==> src/rtl/chan_mux_pkg.sv <==
// Shared types and constants for the chan_mux registered channel multiplexer.
package chan_mux_pkg;

  typedef enum logic [1:0] {
    StIdle = 2'd0,
    StHold = 2'd1,
    StScan = 2'd2
  } state_e;

  localparam logic MODE_DIRECT = 1'b0;
  localparam logic MODE_SCAN   = 1'b1;

endpackage

==> src/rtl/chan_mux_sel.sv <==
// Combinational N:1 W-bit selector built as log2(N) levels of 2:1 stages.
module chan_mux_sel #(
  parameter int unsigned N = 8,
  parameter int unsigned W = 1
) (
  input  logic [$clog2(N)-1:0] idx_i,
  input  logic [N*W-1:0]       d_i,
  output logic [W-1:0]         word_o
);

  localparam int unsigned SW = $clog2(N);

  logic [N*W-1:0] lvl;

  // Each level folds pairs (2j, 2j+1) into slot j, steered by one index bit, LSB first.
  always_comb begin
    lvl = d_i;
    for (int unsigned l = 0; l < SW; l++) begin
      for (int unsigned j = 0; j < (N >> (l + 1)); j++) begin
        lvl[j*W +: W] = idx_i[l] ? lvl[(2*j+1)*W +: W] : lvl[2*j*W +: W];
      end
    end
    word_o = lvl[W-1:0];
  end

endmodule

==> src/rtl/chan_mux.sv <==
// N-channel W-bit registered multiplexer with valid/ready output handshake.
// Optional auto-scan sweep enabled by defining CHAN_MUX_SCAN_EN.
module chan_mux
  import chan_mux_pkg::*;
#(
  parameter int unsigned N = 8,
  parameter int unsigned W = 1
) (
  input  logic                 clk_i,
  input  logic                 rst_ni,
  input  logic [N*W-1:0]       d_i,
  input  logic [$clog2(N)-1:0] sel_i,
  input  logic                 sel_load_i,
  input  logic                 mode_i,
  input  logic                 start_i,
  input  logic                 out_ready_i,
  output logic                 out_valid_o,
  output logic [W-1:0]         f_o,
  output logic [$clog2(N)-1:0] ch_o,
  output logic                 busy_o
);

  localparam int unsigned SW = $clog2(N);

  state_e         state_q;
  logic [SW-1:0]  cur_sel_q;
  logic [SW-1:0]  ch_q;
  logic [W-1:0]   f_q;
  logic           valid_q;

  logic [SW-1:0]  k;
  logic [SW-1:0]  mux_idx;
  logic [W-1:0]   mux_word;

  // A same-cycle sel_load takes effect for the capture it accompanies.
  assign k = sel_load_i ? sel_i : cur_sel_q;

`ifdef CHAN_MUX_SCAN_EN
  assign mux_idx = (state_q == StScan) ? ch_q + SW'(1) : k;
`else
  logic unused_mode;
  assign unused_mode = mode_i;
  assign mux_idx     = k;
`endif

  chan_mux_sel #(
    .N (N),
    .W (W)
  ) u_sel (
    .idx_i  (mux_idx),
    .d_i    (d_i),
    .word_o (mux_word)
  );

  always_ff @(posedge clk_i) begin
    if (!rst_ni) begin
      state_q   <= StIdle;
      cur_sel_q <= '0;
      ch_q      <= '0;
      f_q       <= '0;
      valid_q   <= 1'b0;
    end else begin
      if (sel_load_i) begin
        cur_sel_q <= sel_i;
      end
      unique case (state_q)
        StIdle: begin
          if (start_i) begin
            valid_q <= 1'b1;
`ifdef CHAN_MUX_SCAN_EN
            if (mode_i == MODE_SCAN) begin
              f_q     <= d_i[W-1:0];
              ch_q    <= '0;
              state_q <= StScan;
            end else begin
              f_q     <= mux_word;
              ch_q    <= k;
              state_q <= StHold;
            end
`else
            f_q     <= mux_word;
            ch_q    <= k;
            state_q <= StHold;
`endif
          end
        end
        StHold: begin
          if (out_ready_i) begin
            valid_q <= 1'b0;
            state_q <= StIdle;
          end
        end
`ifdef CHAN_MUX_SCAN_EN
        StScan: begin
          if (out_ready_i) begin
            if (ch_q == SW'(N - 1)) begin
              valid_q <= 1'b0;
              state_q <= StIdle;
            end else begin
              f_q  <= mux_word;
              ch_q <= ch_q + SW'(1);
            end
          end
        end
`endif
        default: begin
          valid_q <= 1'b0;
          state_q <= StIdle;
        end
      endcase
    end
  end

  assign out_valid_o = valid_q;
  assign f_o         = f_q;
  assign ch_o        = ch_q;
  assign busy_o      = (state_q != StIdle);

endmodule

==> config.mk <==
export PLATFORM = sky130hd
export DESIGN_NAME = chan_mux
export DESIGN_NICKNAME = d
export VERILOG_FILES = /design/src/rtl/chan_mux_pkg.sv /design/src/rtl/chan_mux_sel.sv /design/src/rtl/chan_mux.sv
export SDC_FILE = /design/constraint.sdc
export NUM_CORES = 1
export LEC_CHECK = 0
export CELL_PAD_IN_SITES_DETAIL_PLACEMENT = 0
export CELL_PAD_IN_SITES_GLOBAL_PLACEMENT = 2
export CORE_MARGIN = 1
export CORE_UTILIZATION = 22
export CTS_BUF_LIST = sky130_fd_sc_hd__clkbuf_8
export DETAILED_ROUTE_END_ITERATION = 16
export PLACE_DENSITY_LB_ADDON = 0.1
export SYNTH_ARGS = -nofsm -noshare
export SYNTH_HDL_FRONTEND = slang
export SYNTH_SLANG_ARGS = --single-unit
==> constraint.sdc <==
create_clock -name clk_i -period 4 [get_ports clk_i]
set_input_delay 0.8 -clock clk_i [delete_from_list [all_inputs] [get_ports clk_i]]
set_output_delay 0.8 -clock clk_i [all_outputs]
set_load 0.02 [all_outputs]
* After elaboration in Yosys (flattened, before gate mapping)
Index checks and enable logic that the tools add are counted.
** Word-level totals
- Bits in registers :: 10
- Bits in latches :: 0
- Bits in writable memories :: 0
- Bits in read-only memories :: 0
- Input port bits :: 17
- Output and inout bits :: 6
- Word-level logic and storage cells :: 26
- Memories :: 0
** Operators by class
- Add/subtract/negate cells :: 0
- Multiply operators :: 0
- Div/mod/pow operators :: 0
- Order comparisons :: 0
- Eq/ne operators :: 3
- Shift operators :: 0
- Mux-type cells :: 14
- Bitwise operators :: 0
- Reduce and logical (&&, ||, !) cells :: 4
** Operator list (count)
- two-way mux 1 bit :: 9
- two-way mux 2 bit :: 2
- != test 2 bit, second input constant :: 2
- case mux 2 bit (2 select lines) :: 1
- AND reduction 2 bit :: 2
- two-way mux 3 bit :: 1
- == test 2 x 1 -> 1 bit, second input constant :: 1
- zero test 2 bit :: 1
- case mux 1 bit (2 select lines) :: 1
- nonzero test 2 bit :: 1

* Depth between registers and ports, before layout
Gate-level depths: netlist of the first run.
- Word-level depth :: 4
- Mapped depth :: 4
- Gate-level depth less buffers :: 4

* By module
From an unflattened synthesis of the first run, not the netlist that was laid out.
** Second synthesis, totals
- Cells, all modules :: 34
- Area total of the unflattened synthesis :: 379.1 µm²
** Modules (own cells, without submodules)
- chan_mux :: instances 1, cells an instance 31, area an instance 315.3 µm², sequential area each 160.2 µm²
- chan_mux_sel :: instances 1, cells an instance 3, area an instance 63.8 µm², sequential area each 0.0 µm²

* Worst setup path before layout of the first run
OpenSTA, ideal clock, no wires.
- Kind :: input to register
- From :: input port sel_load_i
- To :: register f_q, in the netlist f_o
- Setup time :: 119 ps
- Data arrival time :: 1874 ps
- Required time :: 3881 ps
- Path slack :: 2007 ps
- Cell stages on the path :: 4
- Path buffers :: 0
- Cells stage by stage :: mux2i_1 > mux4_1 > mux2i_1 > a21oi_1
** On the way
- Longest elaborated chain between the ends :: 4
- Elaborated cells between the ends (all ways) :: 8
- Classes of those cells :: mux (8)
** Ends and longest elaborated chain
- start: declaration :: RTL line chan_mux.sv:13 : input logic sel_load_i,
- two-way mux 3 bit *
- two-way mux 1 bit (2 in series) :: RTL line chan_mux_sel.sv:20 : lvl[j*W +: W] = idx_i[l] ? lvl[(2*j+1)*W +: W] : lvl[2*j*W +: W];
- two-way mux 1 bit * :: RTL line chan_mux_sel.sv:20
- end signal: assignment :: RTL line chan_mux.sv:81 : f_q <= mux_word;
- end: declaration :: RTL line chan_mux.sv:28 : logic [W-1:0] f_q;
Every way passes the cells marked *; elsewhere a longest branch is shown, timed or not.
A chain may end at the register's enable or synchronous reset.

* Final worst setup path of the first run
Ends and elaborated chain as after synthesis.

==> flow_metrics.env, run 1 <==
export IMPL_final_common_cell="clkdlybuf4s50_1"
export IMPL_synthCells=30
export IMPL_drv_slew=0
export IMPL_pin_count=23
export IMPL_cts_tree="done"
export IMPL_numCtsBuffers=3
export IMPL_finish_net_count=71
export IMPL_postRouteAntennaNets=0
export IMPL_maxCapViolations=0
export IMPL_antenna_found_initial=0
export IMPL_ys_seq_elements=8
export IMPL_max_slew_margin_pct=73.4
export IMPL_leakagePower_nw=0.285
export IMPL_clk_pin_slew_ps=40
export IMPL_fin_crit_sh_pct=61.9
export IMPL_cts_post_setup_buffers_inserted=0
export IMPL_rsz0062_at_grt="false"
export IMPL_syn_nets=47
export IMPL_cp_arrival_ps=2580
export IMPL_layoutNonFillerInstCount=68
export IMPL_hold_viol=0
export IMPL_hold_class="reg2reg"
export IMPL_fin_setup_tns_ps=0
export IMPL_seq_area_frac_synth_pct=44.1
export IMPL_skew_ps=4.85
export IMPL_regArea_um2=160
export IMPL_routabilityCongestion=0.620
export IMPL_peakVddDrop_v=0.000162
export IMPL_yosysWarningCount=0
export IMPL_end_kind="register"
export IMPL_grt_max_degree=9
export IMPL_max_clock_freq_mhz=404
export IMPL_insertion_delay_ps=220
export IMPL_critPathRequiredTime_ps=4100
export IMPL_powerDensity_mw_per_mm2=379
export IMPL_setup_viol=0
export IMPL_fillers=155
export IMPL_grt_pass1_vias=325
export IMPL_first_iter_violations=2
export IMPL_drive_above_1_share_pct=9.62
export IMPL_crit_fanout=4
export IMPL_die_y_um=42.6
export IMPL_overflow=0
export IMPL_cts_path_max_buffers=2
export IMPL_root_buffer="clkbuf_8"
export IMPL_finalCriticalPeriod_ps=2480
export IMPL_dieArea_mm2=0.00182
export IMPL_die_w_um=42.6
export IMPL_routedWlPerCell_um=11.8
export IMPL_grt_pass1_wl_um=1300
export IMPL_dp_cells=65
export IMPL_final_cell_mix="clkdlybuf4s50_1, dfxtp_1, mux2i_1, nand2_1, o211a_1"
export IMPL_remaining_drc_errors=0
export IMPL_multi_input_area_um2=188
export IMPL_syn_to_final_growth_pct=70.7
export IMPL_first_pass_iters=2
export IMPL_crit_path_start_kind="primary input"
export IMPL_globalRouteTotalUtil_pct=9.67
export IMPL_syn_area_um2=363
export IMPL_post_route_util_pct=40.6
export IMPL_worst_pin_slew_ps=387
export IMPL_outcome="completed"
export IMPL_n_antenna_cell=0
export IMPL_postCtsHoldBufs=0
export IMPL_avgSynthCellArea_um2=12.1
export IMPL_initial_utilization_pct=23.8
export IMPL_postCtsResizedCells=0
export IMPL_path_class="in2reg"
export IMPL_drt_wl_total_um=805
export IMPL_cts_sinks=8
export IMPL_placementRows=14
export IMPL_htreeDepth=1
export IMPL_vias=314
export IMPL_via_per_inst=4.62
export IMPL_core_mm2=0.00152
export IMPL_synth_cell_types=10
export IMPL_port_buffers=21
## cell usage after synthesis (all sizes together)
library cell / number / area [µm²]
a21oi: 1 / 5.00
buf: 2 / 15.0
mux4: 2 / 52.6
dfxtp: 8 / 160
o211a: 4 / 40.0
o21ai: 1 / 5.00
mux2i: 4 / 40.0
nor2b: 2 / 12.5
nand2: 4 / 15.0
and2b: 2 / 17.5
## cell families after synthesis
family	Yosys count	synth area share [%]
compound gates	6	13.8
buf+inv	2	4.14
flops	8	44.1
mux	6	25.5
simple gates	8	12.4
## per-layer routing
metal | routed length [µm] | track usage [%] | up-vias
met3 | 55 | 3.02 | 0
met1 | 326 | 10.0 | 145
met5 | 0 | 0 | -
li1 | - | - | 156
met4 | 0 | 3.75 | 0
met2 | 422 | 17.8 | 13
## sequential cells by signal, indices dropped and copies added (netlist names)
register and flops:
cur_sel_q 3, ch_o 3, f_o 1, out_valid_o 1
## critical path, stage by stage
cell	delay [ps]
clkdlybuf4s50_1	550
mux2i_1	410
mux4_1	600
mux2i_1	140
a21oi_1	80
## worst paths after layout
check / startpoint / to / slack [ps] / depth (start not counted)
max: sel_load_i / f_o / 1520 / 5
min: ch_o[2] / ch_o[2] / 500 / 1
max reg2reg: cur_sel_q[1] / f_o / 2460 / 4
min reg2reg: ch_o[2] / ch_o[2] / 500 / 1
## metrics by stage
| stage | setup WS [ps] | hold WS, ps | total power, mW | cell area (µm²) |
|---|---|---|---|---|
| 3_3_place_gp | 1260 | 482 | 0.141 | 578 |
| 6_report | 1520 | 502 | 0.235 | 619 |
| 3_5_place_dp | 1260 | 497 | 0.142 | 578 |
| 5_1_grt | 1400 | 532 | 0.248 | 619 |
| 2_1_floorplan | 2010 | 517 | 0.115 | 363 |
| 4_1_cts | 1490 | 508 | 0.239 | 619 |
## where the power goes
| group | total (mW) | switching (mW) | internal, mW |
|---|---|---|---|
| sequential | 0.0892 | 0.00294 | 0.0863 |
| clock | 0.0948 | 0.0297 | 0.0650 |
| combinational | 0.0506 | 0.0188 | 0.0318 |
| total | 0.235 | 0.0515 | 0.183 |
## cell type report
cell class	instances	share of cell area [%]
timing repair buffer	21	33.9
multi-input combinational	20	30.3
sequential	8	25.9
clock buffer	3	6.67
tap	16	3.23
No activity file was read; power rests on OpenSTA's default activity.
==> inputs of run 2 (changes only) <==
CORE_UTILIZATION = 20   (was 22)
clock period = 2.3 ns   (was 4 ns; I/O delays follow)
==> run 2 against run 1 <==
  * Count of clock-buffer cells in the layout did not move
  * Core utilization down 2.4 points
  * Cell count increased by 18%
  * Via count increased by 2.2%
  * Combinational power rose by 87%
  * Largest power group unchanged
==> flow_metrics.env, run 2 (same netlist as run 1, synthesis figures left out) <==
export IMPL_crit_path_start_kind="primary input"
export IMPL_rsz0062_at_grt="false"
export IMPL_hold_class="reg2reg"
export IMPL_overflow=0
export IMPL_hold_ws_ps=505
export IMPL_setup_viol=0
export IMPL_slowest_delay_ps=550
export IMPL_cp_arrival_ps=2080
export IMPL_port_buffers=21
export IMPL_syn_to_final_growth_pct=80.0
export IMPL_peakVddDrop_v=0.000266
export IMPL_skew_ps=0.386
export IMPL_drt_wl_total_um=882
export IMPL_regArea_um2=160
export IMPL_crit_top_cell="mux2i_1"
export IMPL_routedWlPerCell_um=11.0
export IMPL_grt_max_degree=9
export IMPL_path_class="in2reg"
export IMPL_cts_tree="done"
export IMPL_cpMaxStageDelayCell="mux4_1"
export IMPL_clk_pin_slew_ps=40
export IMPL_grt_pass1_vias=310
export IMPL_outcome="completed"
export IMPL_root_buffer="clkbuf_8"
export IMPL_fillers=181
export IMPL_die_y_um=44.6
export IMPL_globalRouteTotalUtil_pct=9.95
export IMPL_placementRows=15
export IMPL_via_per_inst=4.01
export IMPL_final_cell_mix="clkdlybuf4s50_1, dfxtp_1, mux2i_1, nand2_1, o211a_1"
export IMPL_dp_cells=77
export IMPL_final_common_cell="clkdlybuf4s50_1"
export IMPL_numCtsBuffers=3
export IMPL_drv_slew=0
export IMPL_fin_setup_tns_ps=0
export IMPL_htreeDepth=1
export IMPL_core_mm2=0.00171
export IMPL_finish_net_count=74
export IMPL_leakagePower_nw=0.299
export IMPL_n_antenna_cell=0
export IMPL_worst_pin_slew_ps=301
export IMPL_powerDensity_mw_per_mm2=646
export IMPL_postRouteAntennaNets=0
export IMPL_postCtsHoldBufs=0
export IMPL_pin_count=23
export IMPL_grt_pass1_wl_um=1310
export IMPL_maxCapViolations=0
export IMPL_routabilityCongestion=0.651
export IMPL_crit_fanout=4
export IMPL_cts_path_max_buffers=2
export IMPL_initial_utilization_pct=21.2
export IMPL_remaining_drc_errors=0
export IMPL_dieArea_mm2=0.00199
export IMPL_first_pass_iters=1
export IMPL_hold_viol=0
export IMPL_max_slew_margin_pct=79.4
export IMPL_cts_sinks=8
export IMPL_cp_cell_sequence="clkdlybuf4s50_1, mux2i_1, buf_4, mux4_1, mux2i_1, a21oi_1"
export IMPL_vias=321
export IMPL_cts_post_setup_buffers_inserted=0
export IMPL_postCtsResizedCells=0
export IMPL_first_iter_violations=0
export IMPL_layoutNonFillerInstCount=80
export IMPL_max_clock_freq_mhz=509
export IMPL_insertion_delay_ps=230
export IMPL_multi_input_area_um2=188
export IMPL_die_w_um=44.6
export IMPL_drive_above_1_share_pct=14.5
export IMPL_finalCriticalPeriod_ps=1960
export IMPL_r2r_setup_slack_ps=840
export IMPL_critPathRequiredTime_ps=2410
export IMPL_fin_crit_sh_pct=85.4
export IMPL_antenna_found_initial=0
export IMPL_finalPower_mw=0.422
export IMPL_end_kind="register"
==> run 2: cell types whose count changed in the layout (fill, tap and decap cells not counted) <==
cell and delta:
buf_4 +3
==> run 2: worst max-delay path, delay by kind of cell <==
family | cells | cell delay [ps]
AOI/OAI and AO/OA | 1 | 80
buffers and inverters | 2 | 640
muxes | 3 | 890
==> run 2: final cells by class <==
class,count,area share [%]
Tap cell,25,4.79
Clock buffer,3,6.32
Sequential cell,8,24.5
Multi-Input combinational cell,20,28.7
Timing Repair Buffer,24,35.6
==> run 2: power breakdown <==
| part | internal [mW] | switching, mW | total (mW) |
|---|---|---|---|
| sequential | 0.150 | 0.00522 | 0.155 |
| combinational | 0.0597 | 0.0348 | 0.0945 |
| clock | 0.114 | 0.0588 | 0.172 |
==> run 2: worst paths after layout <==
| kind | startpoint | to | cells past startpoint |
|---|---|---|---|
| worst max register to register | cur_sel_q[1] | f_o | 5 |
| worst min register to register | ch_o[0] | ch_o[0] | 1 |
| worst min-delay path | ch_o[0] | ch_o[0] | 1 |
| worst max-delay path | sel_load_i | f_o | 6 |
==> run 2: metrics by stage <==
| step | util (%) | setup WS (ps) | cell area (µm²) |
|---|---|---|---|
| final | 38.2 | 337 | 653 |
| after global routing | 38.2 | 236 | 653 |
| after CTS | 38.2 | 308 | 653 |
| after detailed placement | 35.8 | 81.8 | 612 |
| after global placement | 35.8 | 72.9 | 612 |
| after floorplan | - | 647 | 363 |
==> run 2: routing by layer <==
| layer | GRT usage [%] | routed length [µm] | vias up |
|---|---|---|---|
| met3 | 5.31 | 68 | 2 |
| met1 | 10.5 | 362 | 143 |
| met2 | 15.9 | 430 | 15 |
| met4 | 5.45 | 21 | 0 |
| met5 | 0 | 0 | - |
| li1 | - | - | 161 |
==> inputs of run 3 (changes only) <==
ABC_CLOCK_PERIOD_IN_PS = 2300   (was default)
==> results of run 3 <==
No change in the layout: final DEF, timing and power equal those of run 2.
